--- src/rtl/mem_stage.sv ---
// mem_stage: MEM pipeline stage with a req/ack data-memory handshake,
// load/store lane formatting, an access timeout and an optional misalign trap.
// Ports: clk, rst (sync, active-high); ex_* inputs captured into stage
// register M; mem_stall holds EX upstream; dmem_* is the data-memory port
// (word address, byte strobes, replicated store data, ack/rdata); wb_* are
// the registered write-back outputs; mem_bus_err / mem_misalign pulse
// together with wb_valid.
// Build macro: MEM_MISALIGN_TRAP_EN turns misaligned LH/LHU/SH/LW/SW into
// a trap that completes without a memory access.
module mem_stage #(
   parameter int unsigned MAX_WAIT = 16
) (
   input  logic        clk,
   input  logic        rst,
   input  logic        ex_valid,
   input  logic [31:0] ex_alu_result,
   input  logic [31:0] ex_rs2_data,
   input  logic [4:0]  ex_rd,
   input  logic        ex_reg_write,
   input  logic        ex_mem_read,
   input  logic        ex_mem_write,
   input  logic        ex_mem_reg,
   input  logic [31:0] ex_mem_instruction,
   output logic        mem_stall,
   output logic        dmem_req,
   output logic        dmem_we,
   output logic [31:0] dmem_addr,
   output logic [31:0] dmem_wdata,
   output logic [3:0]  dmem_wstrb,
   input  logic        dmem_ack,
   input  logic [31:0] dmem_rdata,
   output logic        wb_valid,
   output logic        wb_reg_write,
   output logic [4:0]  wb_rd,
   output logic [31:0] wb_data,
   output logic        mem_bus_err,
   output logic        mem_misalign
);

   localparam logic [7:0] WaitMax = 8'(MAX_WAIT);

   typedef struct packed {
      logic        valid;
      logic [31:0] alu;
      logic [31:0] rs2;
      logic [4:0]  rd;
      logic        reg_write;
      logic        mem_read;
      logic        mem_write;
      logic        mem_reg;
      logic [2:0]  funct3;
   } m_t;

   typedef enum logic {
      S_IDLE = 1'b0,
      S_WAIT = 1'b1
   } state_t;

   state_t      state_q, state_d;
   m_t          m_q, m_d;
   logic [7:0]  cnt_q, cnt_d;

   logic        wb_valid_q, wb_valid_d;
   logic        wb_rw_q, wb_rw_d;
   logic [4:0]  wb_rd_q;
   logic [31:0] wb_data_q, wb_data_d;
   logic        bus_err_q, bus_err_d;
   logic        mis_q, mis_d;

   logic        in_wait;
   logic        timeout;
   logic        mem_op_ex;
   logic        go_wait;
   logic        mis_ex;
   logic        mis_m;
   logic        done_ok;
   logic        abort;
   logic        idle_done;
   logic [7:0]  ld_b;
   logic [15:0] ld_h;
   logic [31:0] ld_data;
   logic [3:0]  st_strb;
   logic [31:0] st_data;
   logic        unused_instr;

   // Only funct3 of the instruction word matters here.
   assign unused_instr = ^{ex_mem_instruction[31:15],
                           ex_mem_instruction[11:0]};

   assign mem_op_ex = ex_valid & (ex_mem_read | ex_mem_write);

`ifdef MEM_MISALIGN_TRAP_EN
   function automatic logic misal(input logic [2:0] f3,
                                  input logic [1:0] a,
                                  input logic       rd_op);
      logic half;
      logic word;
      half = (f3 == 3'b001) | ((f3 == 3'b101) & rd_op);
      word = (f3 == 3'b010);
      return (half & a[0]) | (word & (a != 2'b00));
   endfunction

   assign mis_ex = mem_op_ex
                 & misal(ex_mem_instruction[14:12],
                         ex_alu_result[1:0], ex_mem_read);
   assign mis_m  = m_q.valid & (m_q.mem_read | m_q.mem_write)
                 & misal(m_q.funct3, m_q.alu[1:0], m_q.mem_read);
`else
   assign mis_ex = 1'b0;
   assign mis_m  = 1'b0;
`endif

   // A trapped misaligned access stays in IDLE and retires like an ALU op.
   assign go_wait = mem_op_ex & ~mis_ex;

   // FSM: state register
   always_ff @(posedge clk) begin
      if (rst) begin
         state_q <= S_IDLE;
      end else begin
         state_q <= state_d;
      end
   end

   // FSM: next state; every non-stalled edge captures, so the new
   // instruction alone decides where we go (back-to-back on ack).
   always_comb begin
      state_d = state_q;
      if (!mem_stall) begin
         state_d = go_wait ? S_WAIT : S_IDLE;
      end
   end

   // FSM: outputs
   always_comb begin
      in_wait   = (state_q == S_WAIT);
      dmem_req  = in_wait;
      timeout   = in_wait & (cnt_q == WaitMax);
      mem_stall = in_wait & ~dmem_ack & ~timeout;
   end

   // Stage register M
   always_comb begin
      m_d = m_q;
      if (!mem_stall) begin
         m_d = '0;
         if (ex_valid) begin
            m_d.valid     = 1'b1;
            m_d.alu       = ex_alu_result;
            m_d.rs2       = ex_rs2_data;
            m_d.rd        = ex_rd;
            m_d.reg_write = ex_reg_write;
            m_d.mem_read  = ex_mem_read;
            m_d.mem_write = ex_mem_write;
            m_d.mem_reg   = ex_mem_reg;
            m_d.funct3    = ex_mem_instruction[14:12];
         end
      end
   end

   assign cnt_d = mem_stall ? cnt_q + 8'd1 : 8'd0;

   // Load lane selection; halfwords ignore addr[0].
   always_comb begin
      ld_b = 8'(dmem_rdata >> {m_q.alu[1:0], 3'b000});
      ld_h = 16'(dmem_rdata >> {m_q.alu[1], 4'b0000});
      case (m_q.funct3)
         3'b000:  ld_data = {{24{ld_b[7]}}, ld_b};
         3'b001:  ld_data = {{16{ld_h[15]}}, ld_h};
         3'b100:  ld_data = {24'd0, ld_b};
         3'b101:  ld_data = {16'd0, ld_h};
         default: ld_data = dmem_rdata;
      endcase
   end

   // Store strobes and lane-replicated data.
   always_comb begin
      case (m_q.funct3[1:0])
         2'b00: begin
            st_strb = 4'b0001 << m_q.alu[1:0];
            st_data = {4{m_q.rs2[7:0]}};
         end
         2'b01: begin
            st_strb = 4'b0011 << {m_q.alu[1], 1'b0};
            st_data = {2{m_q.rs2[15:0]}};
         end
         default: begin
            st_strb = 4'b1111;
            st_data = m_q.rs2;
         end
      endcase
   end

   assign dmem_we    = m_q.mem_write;
   assign dmem_addr  = {m_q.alu[31:2], 2'b00};
   assign dmem_wdata = st_data;
   assign dmem_wstrb = m_q.mem_write ? st_strb : 4'b0000;

   // Completion sources
   assign done_ok   = in_wait & dmem_ack;
   assign abort     = in_wait & ~dmem_ack & timeout;
   assign idle_done = ~in_wait & m_q.valid;

   always_comb begin
      wb_valid_d = done_ok | abort | idle_done;
      wb_rw_d    = (done_ok | (idle_done & ~mis_m))
                 & m_q.reg_write & (m_q.rd != 5'd0);
      wb_data_d  = m_q.mem_reg ? ld_data : m_q.alu;
      bus_err_d  = abort;
      mis_d      = idle_done & mis_m;
   end

   always_ff @(posedge clk) begin
      if (rst) begin
         m_q        <= '0;
         cnt_q      <= 8'd0;
         wb_valid_q <= 1'b0;
         wb_rw_q    <= 1'b0;
         wb_rd_q    <= 5'd0;
         wb_data_q  <= 32'd0;
         bus_err_q  <= 1'b0;
         mis_q      <= 1'b0;
      end else begin
         m_q        <= m_d;
         cnt_q      <= cnt_d;
         wb_valid_q <= wb_valid_d;
         wb_rw_q    <= wb_rw_d;
         bus_err_q  <= bus_err_d;
         mis_q      <= mis_d;
         if (wb_valid_d) begin
            wb_rd_q   <= m_q.rd;
            wb_data_q <= wb_data_d;
         end
      end
   end

   assign wb_valid     = wb_valid_q;
   assign wb_reg_write = wb_rw_q;
   assign wb_rd        = wb_rd_q;
   assign wb_data      = wb_data_q;
   assign mem_bus_err  = bus_err_q;
   assign mem_misalign = mis_q;

endmodule

--- config.mk ---
export PLATFORM = sky130hd
export DESIGN_NAME = mem_stage
export DESIGN_NICKNAME = d
export VERILOG_FILES = /design/src/rtl/mem_stage.sv
export SDC_FILE = /design/constraint.sdc
export NUM_CORES = 1
export LEC_CHECK = 0
export ABC_AREA = 0
export BUFFER_PORTS_ARGS = -buffer_cell sky130_fd_sc_hd__buf_4
export CAP_MARGIN = 5
export CORE_MARGIN = 4
export CORE_UTILIZATION = 45
export CTS_CLUSTER_DIAMETER = 80
export CTS_CLUSTER_SIZE = 8
export DETAILED_ROUTE_END_ITERATION = 16
export PLACE_DENSITY = 0.75
export SYNTH_ARGS = -nofsm -noshare
export SYNTH_HDL_FRONTEND = slang
export SYNTH_SLANG_ARGS = --single-unit
--- constraint.sdc ---
create_clock -name clk -period 4.4 [get_ports clk]
set_clock_uncertainty 0.2 [all_clocks]
set_input_delay 0.44 -clock clk [delete_from_list [all_inputs] [get_ports clk]]
set_output_delay 0.44 -clock clk [all_outputs]
set_load 0.03 [all_outputs]
## Yosys cells after proc, flatten, opt, wreduce, memory -nomap -nowiden

Index checks and enable logic that the tools add are counted.

| storage, ports and cells | value |
|---|---|
| output and inout bits | 112 |
| register bits | 125 |

| operators by class | value |
|---|---|
| shift-type cells | 4 |
| reductions and logical operators | 4 |
| equality and inequality tests | 5 |
| add/sub/neg operators | 1 |
| bitwise gates (word level) | 17 |
| mux-type cells | 7 |

Operators with widths:

| kind | count |
|---|---|
| one-hot mux 32 bit (4 select lines) | 1 |
| 2-to-1 mux 77 bit | 1 |
| one-hot mux 32 bit (2 select lines) | 1 |
| 2-to-1 mux 32 bit | 1 |
| right shift 32 x 5 -> 16 bit | 1 |
| right shift 32 x 5 -> 8 bit | 1 |
| AND 1 bit | 9 |
| adder 8 x 1 -> 8 bit (second input constant) | 1 |
| equality test 8 x 5 -> 1 bit (second input constant) | 1 |
| one-hot mux 4 bit (2 select lines) | 1 |
| equality test 3 bit (second input constant) | 2 |
| nonzero test 5 bit | 1 |
| 2-to-1 mux 4 bit | 1 |
| NOT 1 bit | 4 |
| OR 1 bit | 4 |
| left shift 1 x 2 -> 4 bit (first input constant) | 1 |
| left shift 2 x 2 -> 4 bit (first input constant) | 1 |
| equality test 3 x 1 -> 1 bit (second input constant) | 1 |
| logical NOT 3 bit | 1 |
| equality test 2 x 1 -> 1 bit (second input constant) | 1 |
| logical NOT 2 bit | 1 |
| OR reduction 2 bit | 1 |
| 2-to-1 mux 1 bit | 1 |

## Logic depth before layout (Yosys ltp)

Gate-level depths: netlist (run 1).

| depth | value |
|---|---|
| word-level depth | 6 |
| gate-level depth with buffers | 10 |
| depth with buffers taken out | 8 |

## Least setup slack after synthesis (run 1)

OpenSTA, ideal clock, no wires.

| timing | value |
|---|---|
| path kind | register to output |
| start | register m_q[45] in the netlist's numbering |
| end | output dmem_wstrb[3] |
| path slack | 1.914 ns |
| arrival | 1.846 ns |
| stages on the path, launching flop included | 6 |
| required time | 3.760 ns |
| cells stage by stage | dfxtp_1 > buf_2 > clkbuf_1 > clkbuf_1 > o21ai_0 > a21boi_0 |

| between the ends | value |
|---|---|
| word-level cells in the longest chain between the ends | 3 |
| elaborated cells on any way between the ends | 4 |

Ends and longest elaborated chain:

| element | line | RTL |
|---|---|---|
| start, declared | 60 | `m_t m_q, m_d;` |
| start signal, assigned | 224 | `m_q <= m_d;` |
| left shift 2 x 2 -> 4 bit or left shift 1 x 2 -> 4 bit (tied branches) | 184, 180 |  |
| one-hot mux 4 bit (2 select lines) (*) | 178 | `case (m_q.funct3[1:0])` |
| 2-to-1 mux 4 bit (*) | 197 | `assign dmem_wstrb = m_q.mem_write ? st_strb : 4'b0000;` |
| end, declared | 29 | `output logic [3:0] dmem_wstrb,` |

Mark *: on every way between the ends. The rest lies on a longest branch, timed or not.

## Worst setup path after layout (run 1)

| timing | value |
|---|---|
| start | register m_q[0] in the netlist's numbering |
| end | output dmem_wdata[13] |

| between the ends | value |
|---|---|
| word-level cells in the longest chain between the ends | 2 |
| elaborated cells on any way between the ends | 3 |

Ends and longest elaborated chain:

| element | line | RTL |
|---|---|---|
| equality test 2 x 1 -> 1 bit or logical NOT 2 bit (tied branches) | 178 |  |
| one-hot mux 32 bit (2 select lines) (*) | 178 |  |
| end, declared | 28 | `output logic [31:0] dmem_wdata,` |

Marked as above.

==> reports/results.tsv, run 1 <==
stage	metric	value	unit
status	outcome	completed	
global_route	wire length of the first global-routing pass	27300	µm
clock_tree	clk buf depth	2	
clock_tree	count of hold buffers inserted by post-cts repair	0	
clock_tree	number of gates resized after CTS	0	
drt	iteration count of the initial detailed-routing pass	6	
setup_path	startpoint type of the worst setup path	flip-flop	
synthesis	FF+latch count, synth	125	
global_route	number of antenna violations at the first check in global routing	0	
power_and_ir_drop	Peak VDD IR	205	µV
sta	Max Clk Rate	317	MHz
global_route	number of global-route vias before repair	5192	
drt	number of remaining DRC errors	0	
setup_path	reg2reg path depth	5	
clock_tree	# H-tree levels	4	
synthesis	gate count of the mapped netlist	608	
clock_tree	insertion delay to the later sink of the worst-skew pair	400	ps
synthesis	share of flip-flops with an asynchronous set or reset after synthesis	0	%
floorplan	Die Height	123	µm
final_layout	number of fill cells	1086	
clock_tree	post-CTS setup buffer count	0	
drt	number of antenna-violating nets in the routed design	0	
min_path	Hold Path Origin	ex_reg_write	
synthesis	number of enable-type register cells in the synthesized netlist	0	
floorplan	standard cell core area	0.0127	mm²
final_layout	layout overhead on the synthesized area	33.3	%
sta	fin crit period	3150	ps
setup_path	Crit path required time	3760	ps
placed_design	number of buffer cells added on primary ports	220	
synthesis	netlist area before placement	0.00591	mm²
min_path	Worst Hold Path EP	m_q[6]	
sta	max_slew headroom	10.5	%
synthesis	sequential cell area fraction in the yosys report	42.3	%
floorplan	row count	41	
floorplan	Die Footprint	0.0150	mm²
job	# Max-Cap Violations	0	
sta	final worst path period share	71.7	%
setup_path	classification of the worst setup path	flip-flop to output pin	
global_route	GRT Residual Overflow	0	
setup_path	data arrival at the endpoint of the critical path	2510	ps
final_layout	Total Nets Final	902	
placed_design	estimated wirelength of the detail-placed design	12700	µm
setup_path	capturing point of the worst reg2reg path	wb_data[24]	
setup_path	Worst R2R Start	m_q[45]	
global_route	global router's overall resource usage	23.3	%
sta	slew of the pin with the lowest slew margin	1310	ps
final_layout	antenna fix cells	0	
placed_design	Post-Place Setup Slack	1650	ps
sta	Final WS setup	1250	ps
clock_tree	clock net sink count	125	
drt	Avg Vias per Cell	5.72	
global_route	largest net degree at the start of global routing	67	
synthesis	Avg Cell Area, Syn	9.72	µm²
floorplan	starting utilization of the core area	46.4	%
min_path	classification of the worst-slack hold path	input pin to flip-flop	
sta	final total negative setup slack	0	ps
drt	total length of routed wires	17800	µm
floorplan	width of the die	123	µm
setup_path	largest fanout on the critical path	18	
setup_path	Crit. Startpoint	m_q[0]	
setup_path	internal reg-to-reg setup slack	1600	ps
setup_path	Worst Setup End Kind	output pin	
synthesis	Main synth FF type	sky130_fd_sc_hd__dfxtp_1	
final_layout	fraction of layout cells with a size suffix above 1	37.6	%
power_and_ir_drop	power density over cell area	392	mW/mm²
drt	detailed-route via count	5391	
synthesis	Syn. warnings	0	
power_and_ir_drop	leakage power	3.37	nW
clock_tree	clock tree from TritonCTS	yes	
sta	Pins Over Slew Limit	0	
min_path	hold path cells	2	
clock_tree	number of CTS-inserted buffers	17	
sta	RSZ-0062 raised after global routing	no	
drt	average detailed-routed wire length per instance	18.9	µm
sta	final-report hold violation count	0	
clock_tree	clock transition at the register clock pins on the worst setup and hold paths after CTS	50	ps
clock_tree	CTS Root Buffer Type	sky130_fd_sc_hd__clkbuf_16	
floorplan	number of top-level design ports	253	
synthesis	number of library cell types mapped by synthesis	50	
placed_design	Routability Congestion	0.842	
sta	total setup violations reported at the end of the flow	0	
drt	drt initial violations	515	
-- flip-flops by register name, indices dropped and copies added (netlist names), 5 cells and up --
signal / count
wb_data: 32
cnt_q: 8
dmem_addr: 30
wb_rd: 5
m_q: 45
-- cell usage after synthesis (2+ instances only) --
library cell | instances | area, µm²
sky130_fd_sc_hd__a21boi_0 | 2 | 15.0
sky130_fd_sc_hd__a22o_1 | 75 | 657
sky130_fd_sc_hd__o311a_1 | 16 | 160
sky130_fd_sc_hd__clkbuf_1 | 38 | 143
sky130_fd_sc_hd__buf_4 | 43 | 323
sky130_fd_sc_hd__nor2_1 | 38 | 143
sky130_fd_sc_hd__buf_1 | 3 | 11.3
sky130_fd_sc_hd__a21oi_1 | 6 | 30.0
sky130_fd_sc_hd__nand2_1 | 37 | 139
sky130_fd_sc_hd__o21ai_0 | 27 | 135
sky130_fd_sc_hd__a311oi_1 | 9 | 78.8
sky130_fd_sc_hd__buf_2 | 9 | 45.0
sky130_fd_sc_hd__o31ai_1 | 7 | 52.6
sky130_fd_sc_hd__and2_1 | 2 | 12.5
sky130_fd_sc_hd__nand3_1 | 5 | 25.0
sky130_fd_sc_hd__a211oi_1 | 8 | 60.1
sky130_fd_sc_hd__inv_1 | 3 | 11.3
sky130_fd_sc_hd__xor2_1 | 5 | 43.8
sky130_fd_sc_hd__nand2b_1 | 21 | 131
sky130_fd_sc_hd__nor2b_1 | 2 | 12.5
sky130_fd_sc_hd__nand3b_1 | 23 | 173
sky130_fd_sc_hd__o22a_1 | 7 | 61.3
sky130_fd_sc_hd__buf_6 | 4 | 45.0
sky130_fd_sc_hd__and3_1 | 3 | 18.8
sky130_fd_sc_hd__mux2_2 | 25 | 282
sky130_fd_sc_hd__nor3_1 | 3 | 15.0
sky130_fd_sc_hd__ha_1 | 2 | 25.0
sky130_fd_sc_hd__dfxtp_1 | 125 | 2500
sky130_fd_sc_hd__o41ai_1 | 16 | 140
sky130_fd_sc_hd__a211o_1 | 7 | 61.3
sky130_fd_sc_hd__mux2i_1 | 18 | 180
-- layer usage --
| layer | up-vias | track usage [%] | wire length (µm) |
|---|---|---|---|
| li1 | 2511 | - | - |
| met1 | 2604 | 28.8 | 7330 |
| met2 | 244 | 37.5 | 8390 |
| met3 | 32 | 7.33 | 1730 |
| met4 | 0 | 9.59 | 354 |
| met5 | - | 0 | 0 |
-- power breakdown --
part | internal, mW | leakage [nW] | total [mW] | switching [mW]
Sequential | 1.19 | 1.02 | 1.23 | 0.0483
Combinational | 0.218 | 2.06 | 0.491 | 0.273
Clock | 0.880 | 0.286 | 1.36 | 0.483
Total | 2.28 | 3.37 | 3.09 | 0.804
-- through the flow --
stage	instance area, µm²	cells	hold WS (ps)	total power [mW]	utilization (%)
final	7880	943	40.5	3.09	61.9
after floorplan	5920	610	226	1.56	-
after global routing	7880	943	22.8	3.20	61.9
after detailed placement	7290	912	254	1.75	57.3
after CTS	7880	943	18.9	3.11	61.9
after global placement	7290	912	238	1.73	57.3
-- worst max-delay path: stages, from the launching register on --
cell,delay (ps)
sky130_fd_sc_hd__dfxtp_1,570
sky130_fd_sc_hd__nor2_1,930
sky130_fd_sc_hd__mux2_2,440
sky130_fd_sc_hd__buf_4,170
-- cell usage in the layout, fill, tap and decap left out, types with 3 or more instances in the layout --
| cell type | n |
|---|---|
| sky130_fd_sc_hd__clkbuf_8 | 7 |
| sky130_fd_sc_hd__nand3b_1 | 23 |
| sky130_fd_sc_hd__clkbuf_1 | 3 |
| sky130_fd_sc_hd__nand2_1 | 37 |
| sky130_fd_sc_hd__nor3_1 | 3 |
| sky130_fd_sc_hd__xor2_1 | 5 |
| sky130_fd_sc_hd__o41ai_1 | 16 |
| sky130_fd_sc_hd__a211oi_1 | 8 |
| sky130_fd_sc_hd__o22a_1 | 7 |
| sky130_fd_sc_hd__dfxtp_1 | 123 |
| sky130_fd_sc_hd__a311oi_1 | 9 |
| sky130_fd_sc_hd__o21ai_0 | 27 |
| sky130_fd_sc_hd__buf_4 | 227 |
| sky130_fd_sc_hd__nor2_1 | 38 |
| sky130_fd_sc_hd__a21oi_1 | 6 |
| sky130_fd_sc_hd__a211o_1 | 7 |
| sky130_fd_sc_hd__and3_1 | 3 |
| sky130_fd_sc_hd__nand3_1 | 5 |
| sky130_fd_sc_hd__conb_1 | 3 |
| sky130_fd_sc_hd__o31ai_1 | 7 |
| sky130_fd_sc_hd__mux2_2 | 25 |
| sky130_fd_sc_hd__o311a_1 | 16 |
| sky130_fd_sc_hd__nand2b_1 | 21 |
| sky130_fd_sc_hd__mux2i_1 | 18 |
| sky130_fd_sc_hd__a22o_1 | 75 |
| sky130_fd_sc_hd__clkbuf_16 | 17 |
| sky130_fd_sc_hd__inv_1 | 3 |
-- kinds of logic after synthesis --
group | after synthesis | share of synthesized area [%]
other | 1 | 0.0635
and+or+nand+nor | 141 | 12.7
AOI/OAI and AO/OA | 189 | 25.9
adders and majority gates | 2 | 0.423
DFF | 125 | 42.3
xor gates and xnor gates | 6 | 0.889
buffers and inverters | 101 | 9.85
muxes | 43 | 7.81
-- how the worst max path moves through the flow --
stage,cells past startpoint,end
after floorplan,5,dmem_wstrb[3]
after global placement,3,dmem_wdata[13]
after detailed placement,4,wb_data[10]
after CTS,3,dmem_wdata[13]
after global routing,3,dmem_wdata[13]
final,3,dmem_wdata[13]
-- layout make-up --
class | instances | area (µm²) | share of cell area (%)
Multi-Input combinational cell | 384 | 2850 | 36.2
Sequential cell | 125 | 2500 | 31.8
Inverter | 4 | 15.0 | 0.191
Clock buffer | 27 | 533 | 6.77
Timing Repair Buffer | 227 | 1700 | 21.6
Clock inverter | 4 | 51.3 | 0.651
Tap cell | 172 | 215 | 2.73
No activity file was read; power rests on OpenSTA's default activity.
==> inputs of run 2 (changes only) <==
==> constraint.sdc (replaced) <==
create_clock -name clk -period 3.06 [get_ports clk]
set_clock_uncertainty 0.2 [all_clocks]
set_input_delay 0.306 -clock clk [delete_from_list [all_inputs] [get_ports clk]]
set_output_delay 0.306 -clock clk [all_outputs]
set_load 0.03 [all_outputs]
==> run 2 against run 1 <==
Clock-buffer cell count is 1 lower. Sequential power up 44%. Via count increased by 6.3%. Routed wire length is 9.4% higher. Clock power rose by 41%. Critical path type unchanged. Largest power group unchanged.
==> reports/results.tsv, run 2 (synthesized netlist as in run 1, its figures left out) <==
stage	metric	value	unit	change
min_path	classification of the worst-slack hold path	input pin to flip-flop		
sta	slew of the pin with the lowest slew margin	831	ps	-475 ps
floorplan	row count	41		unchanged
global_route	largest net degree at the start of global routing	67		unchanged
final_layout	non-filler instance count after layout	1029		+9.1%
clock_tree	insertion delay to the later sink of the worst-skew pair	420	ps	+20 ps
sta	final-report hold violation count	0		unchanged
final_layout	fraction of layout cells with a size suffix above 1	34.7	%	-3.0 points
setup_path	startpoint type of the worst setup path	flip-flop		
job	# Max-Cap Violations	0		unchanged
final_layout	Most flops, register	m_q		
clock_tree	clk buf depth	2		unchanged
power_and_ir_drop	portion of total power attributed to the clock network	42.6	%	-1.5 points
final_layout	most common cell after layout, fill and taps aside	sky130_fd_sc_hd__buf_4		
status	outcome	completed		
floorplan	number of top-level design ports	253		unchanged
placed_design	Routability Congestion	0.866		+2.9%
sta	max_slew headroom	44.0	%	+34 points
floorplan	Die Height	123	µm	unchanged
setup_path	reg2reg path depth	6		+1
floorplan	Die Footprint	0.0150	mm²	unchanged
setup_path	Crit. Startpoint	m_q[1]		
setup_path	Worst setup endpoint	dmem_wstrb[3]		
global_route	number of antenna violations at the first check in global routing	0		unchanged
final_layout	Total Nets Final	987		+9.4%
placed_design	Placed Cells incl. Taps	918		+0.66%
sta	final worst path period share	80.4	%	
setup_path	capturing point of the worst reg2reg path	wb_data[13]		
power_and_ir_drop	Int Power	3.31	mW	+45%
drt	average detailed-routed wire length per instance	18.9	µm	+0.26%
clock_tree	clock transition at the register clock pins on the worst setup and hold paths after CTS	50	ps	about the same
setup_path	largest fanout on the critical path	39		+21
setup_path	classification of the worst setup path	flip-flop to output pin		
final_layout	number of fill cells	946		-13%
global_route	GRT Residual Overflow	0		unchanged
drt	drt initial violations	467		-9.3%
clock_tree	# H-tree levels	4		unchanged
drt	number of antenna-violating nets in the routed design	0		unchanged
sta	final worst hold slack	76.0	ps	+35.6 ps
global_route	wire length of the first global-routing pass	30100	µm	+10%
global_route	global router's overall resource usage	25.5	%	+2.2 points
sta	Pins Over Slew Limit	0		unchanged
setup_path	Crit path required time	2550	ps	-1210 ps
setup_path	internal reg-to-reg setup slack	680	ps	-920 ps
sta	RSZ-0062 raised after global routing	no		
floorplan	standard cell core area	0.0127	mm²	unchanged
power_and_ir_drop	sequential fraction of design power	39.4	%	-0.6 points
sta	fin crit period	2460	ps	
power_and_ir_drop	leakage power	3.73	nW	+11%
setup_path	Worst R2R Start	cnt_q[0]		
sta	total setup violations reported at the end of the flow	0		unchanged
clock_tree	clock net sink count	125		unchanged
sta	Max Clk Rate	407	MHz	
power_and_ir_drop	power density over cell area	518	mW/mm²	+32%
drt	total length of routed wires	19500	µm	+9.4%
final_layout	highest-count cells in the layout ignoring fill and taps	sky130_fd_sc_hd__buf_4, sky130_fd_sc_hd__dfxtp_1, sky130_fd_sc_hd__dlygate4sd3_1		
power_and_ir_drop	Peak VDD IR	309	µV	+51%
final_layout	antenna fix cells	0		unchanged
drt	detailed-route via count	5733		+6.3%
global_route	number of global-route vias before repair	5773		+11%
drt	Avg Vias per Cell	5.57		-2.5%
clock_tree	clock tree from TritonCTS	yes		
placed_design	number of buffer cells added on primary ports	220		unchanged
setup_path	data arrival at the endpoint of the critical path	1950	ps	-560 ps
sta	final total negative setup slack	0	ps	unchanged
floorplan	width of the die	123	µm	unchanged
drt	number of remaining DRC errors	0		unchanged
power_and_ir_drop	fraction of power spent switching nets	26.5	%	+0.42 points
floorplan	starting utilization of the core area	46.4	%	unchanged
setup_path	Worst Setup End Kind	output pin		
drt	iteration count of the initial detailed-routing pass	5		-1
final_layout	layout overhead on the synthesized area	47.1	%	
power_and_ir_drop	proportion of power drawn by combinational gates	18.0	%	+2.1 points
clock_tree	number of CTS-inserted buffers	17		unchanged
placed_design	estimated wirelength of the detail-placed design	12800	µm	+0.81%
power_and_ir_drop	NetSw	1.19	mW	+48%
final_layout	number of flip-flops under the largest register name	45		unchanged
clock_tree	post-CTS setup buffer count	0		unchanged
clock_tree	CTS Root Buffer Type	sky130_fd_sc_hd__clkbuf_16		
==> run 2: changes by cell type in the layout (fill, tap and decap cells not counted) <==
cell                            change
sky130_fd_sc_hd__dlygate4sd3_1     +78
sky130_fd_sc_hd__buf_4              +7
sky130_fd_sc_hd__clkinv_2           +3
sky130_fd_sc_hd__clkbuf_8           -2
sky130_fd_sc_hd__clkbuf_1           +1
sky130_fd_sc_hd__clkinv_4           -1
==> run 2: worst max-delay path, cell delays in order (launching register included) <==
cell	delay (ps)
sky130_fd_sc_hd__dfxtp_2	330
sky130_fd_sc_hd__buf_4	320
sky130_fd_sc_hd__inv_1	330
sky130_fd_sc_hd__a21boi_0	330
sky130_fd_sc_hd__buf_4	220
==> run 2: metrics by stage <==
step	cell area (µm²)	setup WS, ps	util [%]	power, mW
2_1_floorplan	5920	708	-	2.24
3_3_place_gp	7340	615	57.7	2.50
3_5_place_dp	7340	566	57.7	2.52
4_1_cts	8680	574	68.3	4.51
5_1_grt	8690	432	68.3	4.65
6_report	8690	600	68.3	4.50
==> run 2: power by group through the flow <==
stage / Sequential (mW) / Clock [mW] / Combinational [mW]
floorplan: 1.83 / 0 / 0.409
global placement: 1.80 / 0 / 0.702
detailed placement: 1.80 / 0 / 0.713
CTS: 1.77 / 1.94 / 0.795
global route: 1.78 / 2.02 / 0.856
finish: 1.77 / 1.92 / 0.809
==> run 2: cell type report <==
| class | count | area (µm²) | area share [%] |
|---|---|---|---|
| sequential | 125 | 2500 | 28.8 |
| clock inverter | 6 | 57.6 | 0.662 |
| inverter | 4 | 15.0 | 0.173 |
| timing repair buffer | 312 | 2540 | 29.2 |
| tap | 172 | 215 | 2.48 |
| multi-input combinational | 384 | 2850 | 32.8 |
| clock buffer | 26 | 509 | 5.86 |
==> run 2: worst min-delay path by stage <==
stage              startpoint          end  slack [ps]  cells after the start
2_1_floorplan    ex_reg_write       m_q[6]         220                      1
3_3_place_gp          m_q[76]      m_q[76]         240                      1
3_5_place_dp          m_q[76]      m_q[76]         250                      1
4_1_cts        dmem_rdata[11]  wb_data[11]          50                      3
5_1_grt        dmem_rdata[10]  wb_data[10]          80                      3
6_report       dmem_rdata[11]  wb_data[11]          80                      3
==> run 2: what timing repair did <==
item | 4_1_cts | 5_1_grt
gates resized for setup | 0 | 0
hold buffers | 78 | 0
endpoints found under the hold margin | 77 | 0
==> run 2: metal layers <==
metal  vias to the layer above  part of all wire [%]  global-route usage (%)
met1                      2682                    40                    29.9
met5                         -                     0                       0
met2                       303                    48                    42.2
met3                        50                   9.1                    7.97
met4                         0                   3.0                    12.5
li1                       2698                     -                       -
